$ cat src/rtl/timer_irq_pkg.sv
// Shared definitions for the timer interrupt scheduler.
//   - Register word offsets (PADDR[3:2]) for the APB slave port.
//   - Scheduler FSM state encoding.
package timer_irq_pkg;

  // Word offsets: 0x0 MASK, 0x4 PENDING, 0x8 STATUS, 0xC SWSET
  localparam logic [1:0] MASK_OFS  = 2'd0;
  localparam logic [1:0] PEND_OFS  = 2'd1;
  localparam logic [1:0] STAT_OFS  = 2'd2;
  localparam logic [1:0] SWSET_OFS = 2'd3;

  typedef enum logic {
    IDLE = 1'b0,
    REQ  = 1'b1
  } sched_state_e;

endpackage

$ cat src/rtl/timer_irq_rr_arb.sv
// Combinational round-robin picker.
//   eligible_i   : candidate sources
//   last_grant_i : most recently granted source; search starts just after it
//   valid_o      : at least one candidate present
//   idx_o        : first candidate strictly after last_grant_i, wrapping
// Rotate the request vector so the search start lands at bit 0, take the
// lowest set bit, then add the start offset back modulo NUM_SRC.
module timer_irq_rr_arb #(
  parameter  int NUM_SRC = 4,
  localparam int ID_W    = $clog2(NUM_SRC)
) (
  input  logic [NUM_SRC-1:0] eligible_i,
  input  logic [ID_W-1:0]    last_grant_i,
  output logic               valid_o,
  output logic [ID_W-1:0]    idx_o
);

  // One extra bit so start + offset (up to 2*NUM_SRC-2) never overflows
  localparam logic [ID_W:0] NSRC = (ID_W+1)'(NUM_SRC);

  logic [ID_W:0]          start;
  logic [ID_W:0]          enc;
  logic [ID_W:0]          sum;
  logic [2*NUM_SRC-1:0]   dbl_sh;
  logic [NUM_SRC-1:0]     rot;

  always_comb begin
    start = {1'b0, last_grant_i} + 1'b1;
    if (start == NSRC) start = '0;
  end

  // Shifting a doubled copy gives a rotate without a variable-width wrap mux
  assign dbl_sh = {eligible_i, eligible_i} >> start;
  assign rot    = dbl_sh[NUM_SRC-1:0];

  // Descending scan so the lowest set bit is the one that sticks
  always_comb begin
    enc = '0;
    for (int i = NUM_SRC-1; i >= 0; i--) begin
      if (rot[i]) enc = (ID_W+1)'(i);
    end
  end

  always_comb begin
    sum = enc + start;
    if (sum >= NSRC) sum = sum - NSRC;
  end

  assign valid_o = |eligible_i;
  assign idx_o   = sum[ID_W-1:0];

endmodule

$ cat src/rtl/timer_irq_sched.sv
// Timer interrupt scheduler.
// Latches rising edges of the timer bank interrupt lines into PENDING,
// gates them with MASK and presents one source at a time to the core over
// a req/ack handshake, round-robin among eligible sources.
// Ports:
//   HCLK, HRESET          : clock, async active-high reset
//   irq_i                 : per-source interrupt lines (rising edge = event)
//   irq_req_o, irq_id_o   : request to core and the requested source ID
//   irq_ack_i             : core accepts the current request
//   PADDR..PENABLE        : APB slave inputs
//   PRDATA,PREADY,PSLVERR : APB slave outputs
// Registers (PADDR[3:2]): MASK RW, PENDING R/W1C, STATUS R, SWSET W1S.
module timer_irq_sched
  import timer_irq_pkg::*;
#(
  parameter  int NUM_SRC        = 4,
  parameter  int APB_ADDR_WIDTH = 12,
  localparam int ID_W           = $clog2(NUM_SRC)
) (
  input  logic                      HCLK,
  input  logic                      HRESET,
  input  logic [NUM_SRC-1:0]        irq_i,
  output logic                      irq_req_o,
  output logic [ID_W-1:0]           irq_id_o,
  input  logic                      irq_ack_i,
  input  logic [APB_ADDR_WIDTH-1:0] PADDR,
  input  logic [31:0]               PWDATA,
  input  logic                      PWRITE,
  input  logic                      PSEL,
  input  logic                      PENABLE,
  output logic [31:0]               PRDATA,
  output logic                      PREADY,
  output logic                      PSLVERR
);

  sched_state_e       state_q, state_d;
  logic [NUM_SRC-1:0] irq_q, irq_d;
  logic [NUM_SRC-1:0] mask_q, mask_d;
  logic [NUM_SRC-1:0] pend_q, pend_d;
  logic [ID_W-1:0]    id_q, id_d;
  logic [ID_W-1:0]    last_q, last_d;

  logic               addr_err, acc, wr;
  logic [1:0]         ofs;
  logic [NUM_SRC-1:0] hw_set, sw_set, set_vec, w1c, ack_clr;
  logic               arb_valid;
  logic [ID_W-1:0]    arb_idx;
  logic               unused_bits;

  // ---------------- APB decode ----------------
  assign ofs      = PADDR[3:2];
  assign addr_err = |PADDR[APB_ADDR_WIDTH-1:4];
  assign acc      = PSEL & PENABLE;
  assign wr       = acc & PWRITE & ~addr_err;
  assign PREADY   = 1'b1;
  assign PSLVERR  = acc & addr_err;

  assign w1c    = (wr && ofs == PEND_OFS)  ? PWDATA[NUM_SRC-1:0] : '0;
  assign sw_set = (wr && ofs == SWSET_OFS) ? PWDATA[NUM_SRC-1:0] : '0;

  assign unused_bits = ^{PWDATA, PADDR[1:0]};

  always_comb begin
    PRDATA = '0;
    if (!addr_err) begin
      case (ofs)
        MASK_OFS: PRDATA[NUM_SRC-1:0] = mask_q;
        PEND_OFS: PRDATA[NUM_SRC-1:0] = pend_q;
        STAT_OFS: begin
          PRDATA[0]         = irq_req_o;
          PRDATA[8 +: ID_W]  = id_q;
          PRDATA[16 +: ID_W] = last_q;
        end
        default: ;  // SWSET reads 0
      endcase
    end
  end

  // ---------------- edge detect / mask ----------------
  assign irq_d   = irq_i;
  assign hw_set  = irq_i & ~irq_q;
  assign set_vec = hw_set | sw_set;
  assign mask_d  = (wr && ofs == MASK_OFS) ? PWDATA[NUM_SRC-1:0] : mask_q;

  // Set wins over both clear paths so an event coinciding with W1C or ack
  // is kept.
  assign pend_d = (pend_q & ~(w1c | ack_clr)) | set_vec;

  // ---------------- arbiter ----------------
  timer_irq_rr_arb #(.NUM_SRC(NUM_SRC)) u_arb (
    .eligible_i   (pend_q & mask_q),
    .last_grant_i (last_q),
    .valid_o      (arb_valid),
    .idx_o        (arb_idx)
  );

  // ---------------- FSM ----------------
  always_comb begin
    state_d = state_q;
    id_d    = id_q;
    last_d  = last_q;
    ack_clr = '0;
    case (state_q)
      IDLE: begin
        if (arb_valid) begin
          id_d    = arb_idx;
          state_d = REQ;
        end
      end
      REQ: begin
        if (irq_ack_i) begin
          ack_clr[id_q] = 1'b1;
          last_d        = id_q;
          state_d       = IDLE;
        end else if (w1c[id_q] && !set_vec[id_q]) begin
          // Software withdrew the active source; no grant recorded.
          // Masking alone deliberately does not withdraw.
          state_d = IDLE;
        end
      end
    endcase
  end

  assign irq_req_o = (state_q == REQ);
  assign irq_id_o  = id_q;

  always_ff @(posedge HCLK or posedge HRESET) begin
    if (HRESET) begin
      state_q <= IDLE;
      irq_q   <= '0;
      mask_q  <= '0;
      pend_q  <= '0;
      id_q    <= '0;
      last_q  <= ID_W'(NUM_SRC-1);  // source 0 wins the first grant
    end else begin
      state_q <= state_d;
      irq_q   <= irq_d;
      mask_q  <= mask_d;
      pend_q  <= pend_d;
      id_q    <= id_d;
      last_q  <= last_d;
    end
  end

endmodule

$ cat config.mk
export PLATFORM = sky130hd
export DESIGN_NAME = timer_irq_sched
export DESIGN_NICKNAME = d
export VERILOG_FILES = /design/src/rtl/timer_irq_pkg.sv /design/src/rtl/timer_irq_rr_arb.sv /design/src/rtl/timer_irq_sched.sv
export SDC_FILE = /design/constraint.sdc
export NUM_CORES = 1
export LEC_CHECK = 0
export ABC_AREA = 1
export ABC_CLOCK_PERIOD_IN_PS = 2300
export BUFFER_PORTS_ARGS = -buffer_cell sky130_fd_sc_hd__buf_2
export CAP_MARGIN = 30
export CORE_MARGIN = 1.5
export CORE_UTILIZATION = 42
export CTS_CLUSTER_DIAMETER = 40
export DETAILED_ROUTE_END_ITERATION = 8
export PLACE_DENSITY = 0.86
export SLEW_MARGIN = 20
export SYNTH_ARGS = -nofsm -noshare
export SYNTH_HDL_FRONTEND = slang
export SYNTH_SLANG_ARGS = --single-unit
$ cat constraint.sdc
create_clock -name HCLK -period 2.3 [get_ports HCLK]
set_input_delay 0.345 -clock HCLK [delete_from_list [all_inputs] [get_ports HCLK]]
set_output_delay 0.345 -clock HCLK [all_outputs]
set_load 0.05 [all_outputs]
# ---- Yosys cells after proc, flatten, opt, wreduce, memory -nomap -nowiden
# Index checks and enable logic that the tools add are counted.
dict set report op_classes {
  bitwise 14
  mux 27
  n_shift 1
  eq_ne 4
  n_lt_le_gt_ge 3
  addsub 3
  n_reduce_logical 11
}
# cell count
set ops {}
lappend ops {{4-bit two-way mux} 5}
lappend ops {{2-bit two-way mux} 9}
lappend ops {{4-bit AND} 3}
lappend ops {{4-bit bitwise OR} 3}
lappend ops {{4-bit NOT} 2}
lappend ops {{8-bit OR reduction} 1}
lappend ops {{8-bit by 3-bit right shift with 4-bit output} 1}
lappend ops {{1-bit two-way mux} 6}
lappend ops {{3-bit one-hot mux with 2 select lines} 1}
lappend ops {{1-bit logical AND} 5}
lappend ops {{1-bit AND} 4}
lappend ops {{1-bit binary-select mux with 2-bit select} 2}
lappend ops {{2-bit == test, second input constant} 2}
lappend ops {{2-bit AND reduction} 2}
lappend ops {{4-bit OR reduction} 1}
lappend ops {{2-bit by 1-bit adder with 3-bit output, second input constant} 1}
lappend ops {{2-bit by 3-bit adder with 3-bit output} 1}
lappend ops {{3-bit == test, second input constant} 1}
lappend ops {{3-bit greater-or-equal comparator, second input constant} 1}
lappend ops {{2-bit by 3-bit less-than comparator with 1-bit output, second input constant} 1}
lappend ops {{3-bit two-way mux} 1}
lappend ops {{1-bit one-hot mux with 3 select lines} 1}
lappend ops {{1-bit demux with 2-bit select} 1}
lappend ops {{2-bit by 1-bit == test with 1-bit output, second input constant} 1}
lappend ops {{other kinds (6)} 7}
dict set report totals {
  regBits 17
  in_bits 54
  word_cells 69
  out_inout_bits 37
}

# ---- Longest topological paths before layout
dict set report logic_depth {
  word_depth 13
  ltp_mapped 16
}

# ---- Cells and area by module
# From an unflattened synthesis, not the netlist that was laid out.
dict set report unflattened {
  cells_unflattened 204
  hier_area_um2 1390.1
}
# mod cells_each area_per_inst_um2 instances seq_area_each_um2
set by_module_without_submodules {}
lappend by_module_without_submodules {timer_irq_sched 167 1208.7 1 427.9}
lappend by_module_without_submodules {timer_irq_rr_arb 37 181.4 1 0.0}

# ---- Worst setup path after synthesis
# Ideal clock, no wire load.
dict set report synth_timing {
  path_type {input to output}
  startpoint {input PADDR[11]}
  endpoint {output PRDATA[0]}
  path_stages 5
  setup_slack_ns -0.125
  arrival_ns 2.080
  cell_sequence {nor2_1 nand2_1 nor2_4 inv_1 a311oi_1}
}
dict set report synth_between {
  elab_chain_len 2
}
# element line_no
set synth_lines {}
lappend synth_lines {{start: declaration} timer_irq_sched.sv:26} ;# input logic [APB_ADDR_WIDTH-1:0] PADDR,
lappend synth_lines {{8-bit OR reduction} timer_irq_sched.sv:52} ;# assign addr_err = |PADDR[APB_ADDR_WIDTH-1:4];
lappend synth_lines {{4-bit two-way mux} timer_irq_sched.sv:65} ;# if (!addr_err) begin
lappend synth_lines {{end: declaration} timer_irq_sched.sv:31} ;# output logic [31:0] PRDATA,
# Every way passes these cells.

# ---- Final worst setup path
dict set report layout_timing {
  startpoint {register last_q[0]}
  endpoint {register id_q[1], in the netlist irq_id_o[1]}
}
dict set report layout_between {
  elab_chain_len 11
}
# element line_no
set layout_lines {}
lappend layout_lines {{start: declaration} timer_irq_sched.sv:41} ;# logic [ID_W-1:0] last_q, last_d;
lappend layout_lines {{start signal: assignment} timer_irq_sched.sv:134} ;# last_q <= ID_W'(NUM_SRC-1);
lappend layout_lines {{start signal: assignment} timer_irq_sched.sv:141} ;# last_q <= last_d;
lappend layout_lines {{2-bit by 1-bit adder with 3-bit output *} timer_irq_rr_arb.sv:28} ;# start = {1'b0, last_grant_i} + 1'b1;
lappend layout_lines {{3-bit == test} timer_irq_rr_arb.sv:29} ;# if (start == NSRC) start = '0;
lappend layout_lines {{3-bit two-way mux *} timer_irq_rr_arb.sv:29}
lappend layout_lines {{8-bit by 3-bit right shift with 4-bit output} timer_irq_rr_arb.sv:33} ;# assign dbl_sh = {eligible_i, eligible_i} >> start;
lappend layout_lines {{2-bit two-way mux (4 in a row)} timer_irq_rr_arb.sv:40} ;# if (rot[i]) enc = (ID_W+1)'(i);
lappend layout_lines {{2-bit by 3-bit adder with 3-bit output *} timer_irq_rr_arb.sv:45} ;# sum = enc + start;
lappend layout_lines {{3-bit greater-or-equal comparator / 2-bit by 1-bit subtractor with 2-bit output (equally long branches)} timer_irq_rr_arb.sv:46} ;# if (sum >= NSRC) sum = sum - NSRC;
lappend layout_lines {{2-bit two-way mux *} timer_irq_rr_arb.sv:46}
lappend layout_lines {{end signal: assignment} timer_irq_sched.sv:140} ;# id_q <= id_d;
lappend layout_lines {{end: declaration} timer_irq_sched.sv:40} ;# logic [ID_W-1:0] id_q, id_d;
# Mark *: on every way between the ends. The rest lies on a longest branch, timed or not.
# A chain may end at the register's enable or synchronous reset.

==> run summary <==
After global routing the overflow that remains totals 0. The initial antenna violation count is 0. The number of standard cells in the layout, taps in and fillers out is about 280. The fraction of final layout cells with drive strength greater than 1 came out at between 20% and 30%. The time the final worst path needs with I/O delays and setup is 2.10 ns. The synthesized flop and latch total is 17. The detailed-route vias per instance came out at 4.53.

The critical setup path kind is reg2reg. Setup repair after global routing left no endpoint under its margin. The die area is approximately 0.0036 mm^2. The number of warnings issued by yosys is 0. Counting distinct cell types in the post-synthesis netlist gives 24.

The number of DRC violations after detailed routing is 0. The number of cell rows is 20. The cell chosen for the clock root is sky130_fd_sc_hd__clkbuf_4.

The area overhead of the layout relative to synthesis is 15.2%. The initial core utilization is between 40% and 50%. TritonCTS built the clock tree. The wire-length estimate of the detail-placed layout is approximately 2.3 mm. In the layout the commonest cells are sky130_fd_sc_hd__nand2_1, sky130_fd_sc_hd__buf_2, sky130_fd_sc_hd__inv_1, sky130_fd_sc_hd__conb_1, sky130_fd_sc_hd__nor2_1.

In the finished design, the share of the clock period the worst path needs comes to between 90% and 100%. The type of the worst min-delay path is in2async. By area, the combinational part of the netlist is dominated by simple AND/OR/NAND/NOR gates.

The core area came out at about 0.0031 mm^2. The largest vdd supply drop is 0.291 mV. STA classifies the critical path endpoint as a flop. The average wire length per cell after detail routing is 10.3 um. The post-synth design cell area is 0.00135 mm^2. The clock network fraction of total power is 20.4%. The routed layout has about 1.3k vias.

The maximum number of pins on one net before global-route repair came out at 18. Setup violations remaining at the end of the flow were counted as 0. In this run, flip-flops and latches consume 40.9% of the power. Data on the critical path is required at its endpoint by 2.50 ns. After routing the design area is 0.00155 mm^2. The wire length of the first global-routing pass came out at about 4.8 mm. The number of pins with negative max-slew slack in the final report is 0. The number of nets in the layout is 291.

The startpoint of the worst-slack reg-to-reg timing path is last_q[0]. After the first detailed-routing iteration, the DRC count stood at 38. In this run the number of H-tree levels came out at 1. The flow ran to the end, and the final reports show no timing, DRC or antenna violations. The port buffer count is 35. Of the total synthesized cell area, the portion taken by AND, OR, NAND and NOR gates is 30.5%. The sequential-to-total area share from yosys stat is 31.7%. Measured along the x axis, the die boundary spans 59.7 um. The switching component of the power is 350 uW.

The highest clock rate is 476 MHz. The post-synthesis cell count came out at 194. The cell area after placement is 0.00150 mm^2. The library cell used most frequently in the layout, excluding fill and tap cells, is sky130_fd_sc_hd__nand2_1. The leakage power of the design is 0.000856 uW. Of the total synthesized cell area, the portion taken by full adders, half adders and majority gates is 1.86%. The average cell area after synthesis is slightly below 7 um^2. The total chip power is 811 uW.

The highest net fanout along the worst path came out at 8. The count of nets left with antenna violations after detail routing is 0. The weighted congestion reported at the end of routability-driven placement came out at between 0.8 and 0.9. The count of antenna diodes in the layout is 0. The internal portion of the total power is between 400 and 500 uW. Global routing consumed, over all layers together, 17.6% of the routing resources.

The tool flagged a number of max-cap violations equal to 0. The synthesized netlist devotes less than 1% of its cell area to XOR and XNOR gates. The number of optimization iterations in the first detailed-route pass is 4. The count of boundary I/O pins came out at 91. The worst clock skew came out at 0.00564 ns.

The wire length after detailed routing came out at 2.85 mm. The power density of the placed cells is approximately 520 mW/mm^2. The complex-gate fraction of the synthesized area came out at 8.91%. The die is 59.7 um tall. STA classifies the critical path startpoint as a flop.

The transition at the pin with the smallest max-transition slack is 0.646 ns. The clock reaches the later pin of the worst-skew pair after 0.30 ns. The beginning of the critical path is last_q[0]. The number of buffers added by the clock tree synthesis step came out at 3. The number of buffers on the longest clock path came out at 2. The clock transition at the registers of the reported paths is roughly 0.10 ns.

The clock sink count is 17. The number of cells in the design after placement is between 200 and 300. The worst path arrival time came out at 2.31 ns. The fraction of synthesized area in multiplexers is 4.08%.

The number of global-route vias before repair is 1,168. The switching part of the total is 43.2%. Combinational cells account for 38.7% of the total power. The tightest slew margin relative to the limit is between 50% and 60%. The number of hold violations in the final report came to 0. The post-cts hold buffer count is 0.
[critical path, cell delays in order, from the launching register on]
cell and delay [ns]:
sky130_fd_sc_hd__dfstp_2 0.55, sky130_fd_sc_hd__ha_2 0.20, sky130_fd_sc_hd__nor2_4 0.07, sky130_fd_sc_hd__o21ai_2 0.14, sky130_fd_sc_hd__inv_1 0.06, sky130_fd_sc_hd__o21ai_2 0.13, sky130_fd_sc_hd__inv_1 0.05, sky130_fd_sc_hd__a21oi_1 0.12
sky130_fd_sc_hd__nor2_1 0.06, sky130_fd_sc_hd__ha_1 0.21, sky130_fd_sc_hd__xnor2_2 0.14, sky130_fd_sc_hd__inv_1 0.05, sky130_fd_sc_hd__nand2_1 0.06, sky130_fd_sc_hd__nand2_1 0.06, sky130_fd_sc_hd__nand2_1 0.06, sky130_fd_sc_hd__nand2_1 0.04
[Yosys cell counts]
cell	count	area, um^2
sky130_fd_sc_hd__nor2_1	16	60.1
sky130_fd_sc_hd__dfstp_2	2	52.6
sky130_fd_sc_hd__nand4_1	6	37.5
sky130_fd_sc_hd__dfrtp_1	15	375
sky130_fd_sc_hd__o21ai_0	9	45.0
sky130_fd_sc_hd__mux2i_1	1	10.0
sky130_fd_sc_hd__nor2_2	3	18.8
sky130_fd_sc_hd__mux2_2	4	45.0
sky130_fd_sc_hd__a311oi_1	1	8.76
sky130_fd_sc_hd__o211ai_1	3	22.5
sky130_fd_sc_hd__o311ai_0	1	8.76
sky130_fd_sc_hd__o21ai_1	2	10.0
sky130_fd_sc_hd__a21oi_1	5	25.0
sky130_fd_sc_hd__xnor2_1	1	8.76
sky130_fd_sc_hd__conb_1	2	7.51
sky130_fd_sc_hd__ha_1	2	25.0
sky130_fd_sc_hd__nor3_1	2	10.0
sky130_fd_sc_hd__inv_1	28	105
sky130_fd_sc_hd__buf_4	25	188
sky130_fd_sc_hd__nand3_1	4	20.0
sky130_fd_sc_hd__nand2_1	56	210
sky130_fd_sc_hd__nand2_2	1	6.26
sky130_fd_sc_hd__nor3b_1	2	15.0
sky130_fd_sc_hd__nor2_4	3	33.8
[routing by layer]
layer  vias to the layer above  global-route usage, %  wire (um)
li1                        636                      -          -
met2                        44                   29.7       1430
met5                         -                      0          0
met1                       573                   22.0       1190
met4                         0                   8.25         43
met3                         5                   2.60        186
[cell type report]
cell class | instances | area [um^2]
well taps | 44 | 55.1
clock buffers | 4 | 26.3
inverters | 28 | 105
fillers | 310 | 1500
repair buffers | 38 | 198
multi-input cells | 147 | 742
flip-flops and latches | 17 | 428
[metrics by stage]
| stage | utilization [%] | setup TNS [ns] | worst slack [ns] | hold slack [ns] |
|---|---|---|---|---|
| final | 50.9 | 0 | 0.199 | 0.112 |
| after global routing | 50.9 | 0 | 0.00265 | 0.154 |
| after CTS | 50.0 | 0 | 0.0349 | 0.139 |
| after detailed placement | 49.1 | 0 | 0.0460 | 0.465 |
| after global placement | 49.1 | 0 | 0.149 | 0.454 |
| after floorplan | - | -0.159 | -0.0764 | 0.270 |
[power by group through the flow]
stage | Sequential (uW) | Clock, uW | Combinational (uW)
floorplan | 364 | 0 | 240
global placement | 337 | 0 | 295
detailed placement | 337 | 0 | 300
CTS | 331 | 167 | 301
global route | 333 | 177 | 345
finish | 332 | 165 | 314
[repair_timing]
item                                    CTS  global route
endpoints found under the setup margin    0             1
buffers inserted                          0             1
endpoints found under the hold margin     0             0
gates resized for setup                   0             9
[path summary, 6_finish.rpt]
check	end	slack (ns)	cells past startpoint
max	irq_id_o[1]	0.20	15
min	irq_q[3]	0.11	2
min in group HCLK	irq_q[3]	0.15	1
max reg2reg	irq_id_o[1]	0.20	15
min reg2reg	mask_q[0]	0.54	1
max in group asynchronous	pend_q[0]	1.77	2
[kinds of logic after synthesis]
kind of cell / Yosys count
buffers and inverters: 53
xor gates and xnor gates: 1
AOI/OAI and AO/OA: 21
and+or+nand+nor: 93
adders and majority gates: 2
other: 2
muxes: 5
DFF: 17
[registers in the layout (all words and copies together), names as in the netlist]
register	cells
irq_q	4
mask_q	4
pend_q	4
irq_id_o	2
last_q	2
irq_req_o	1
(Power assumes the default switching activity.)
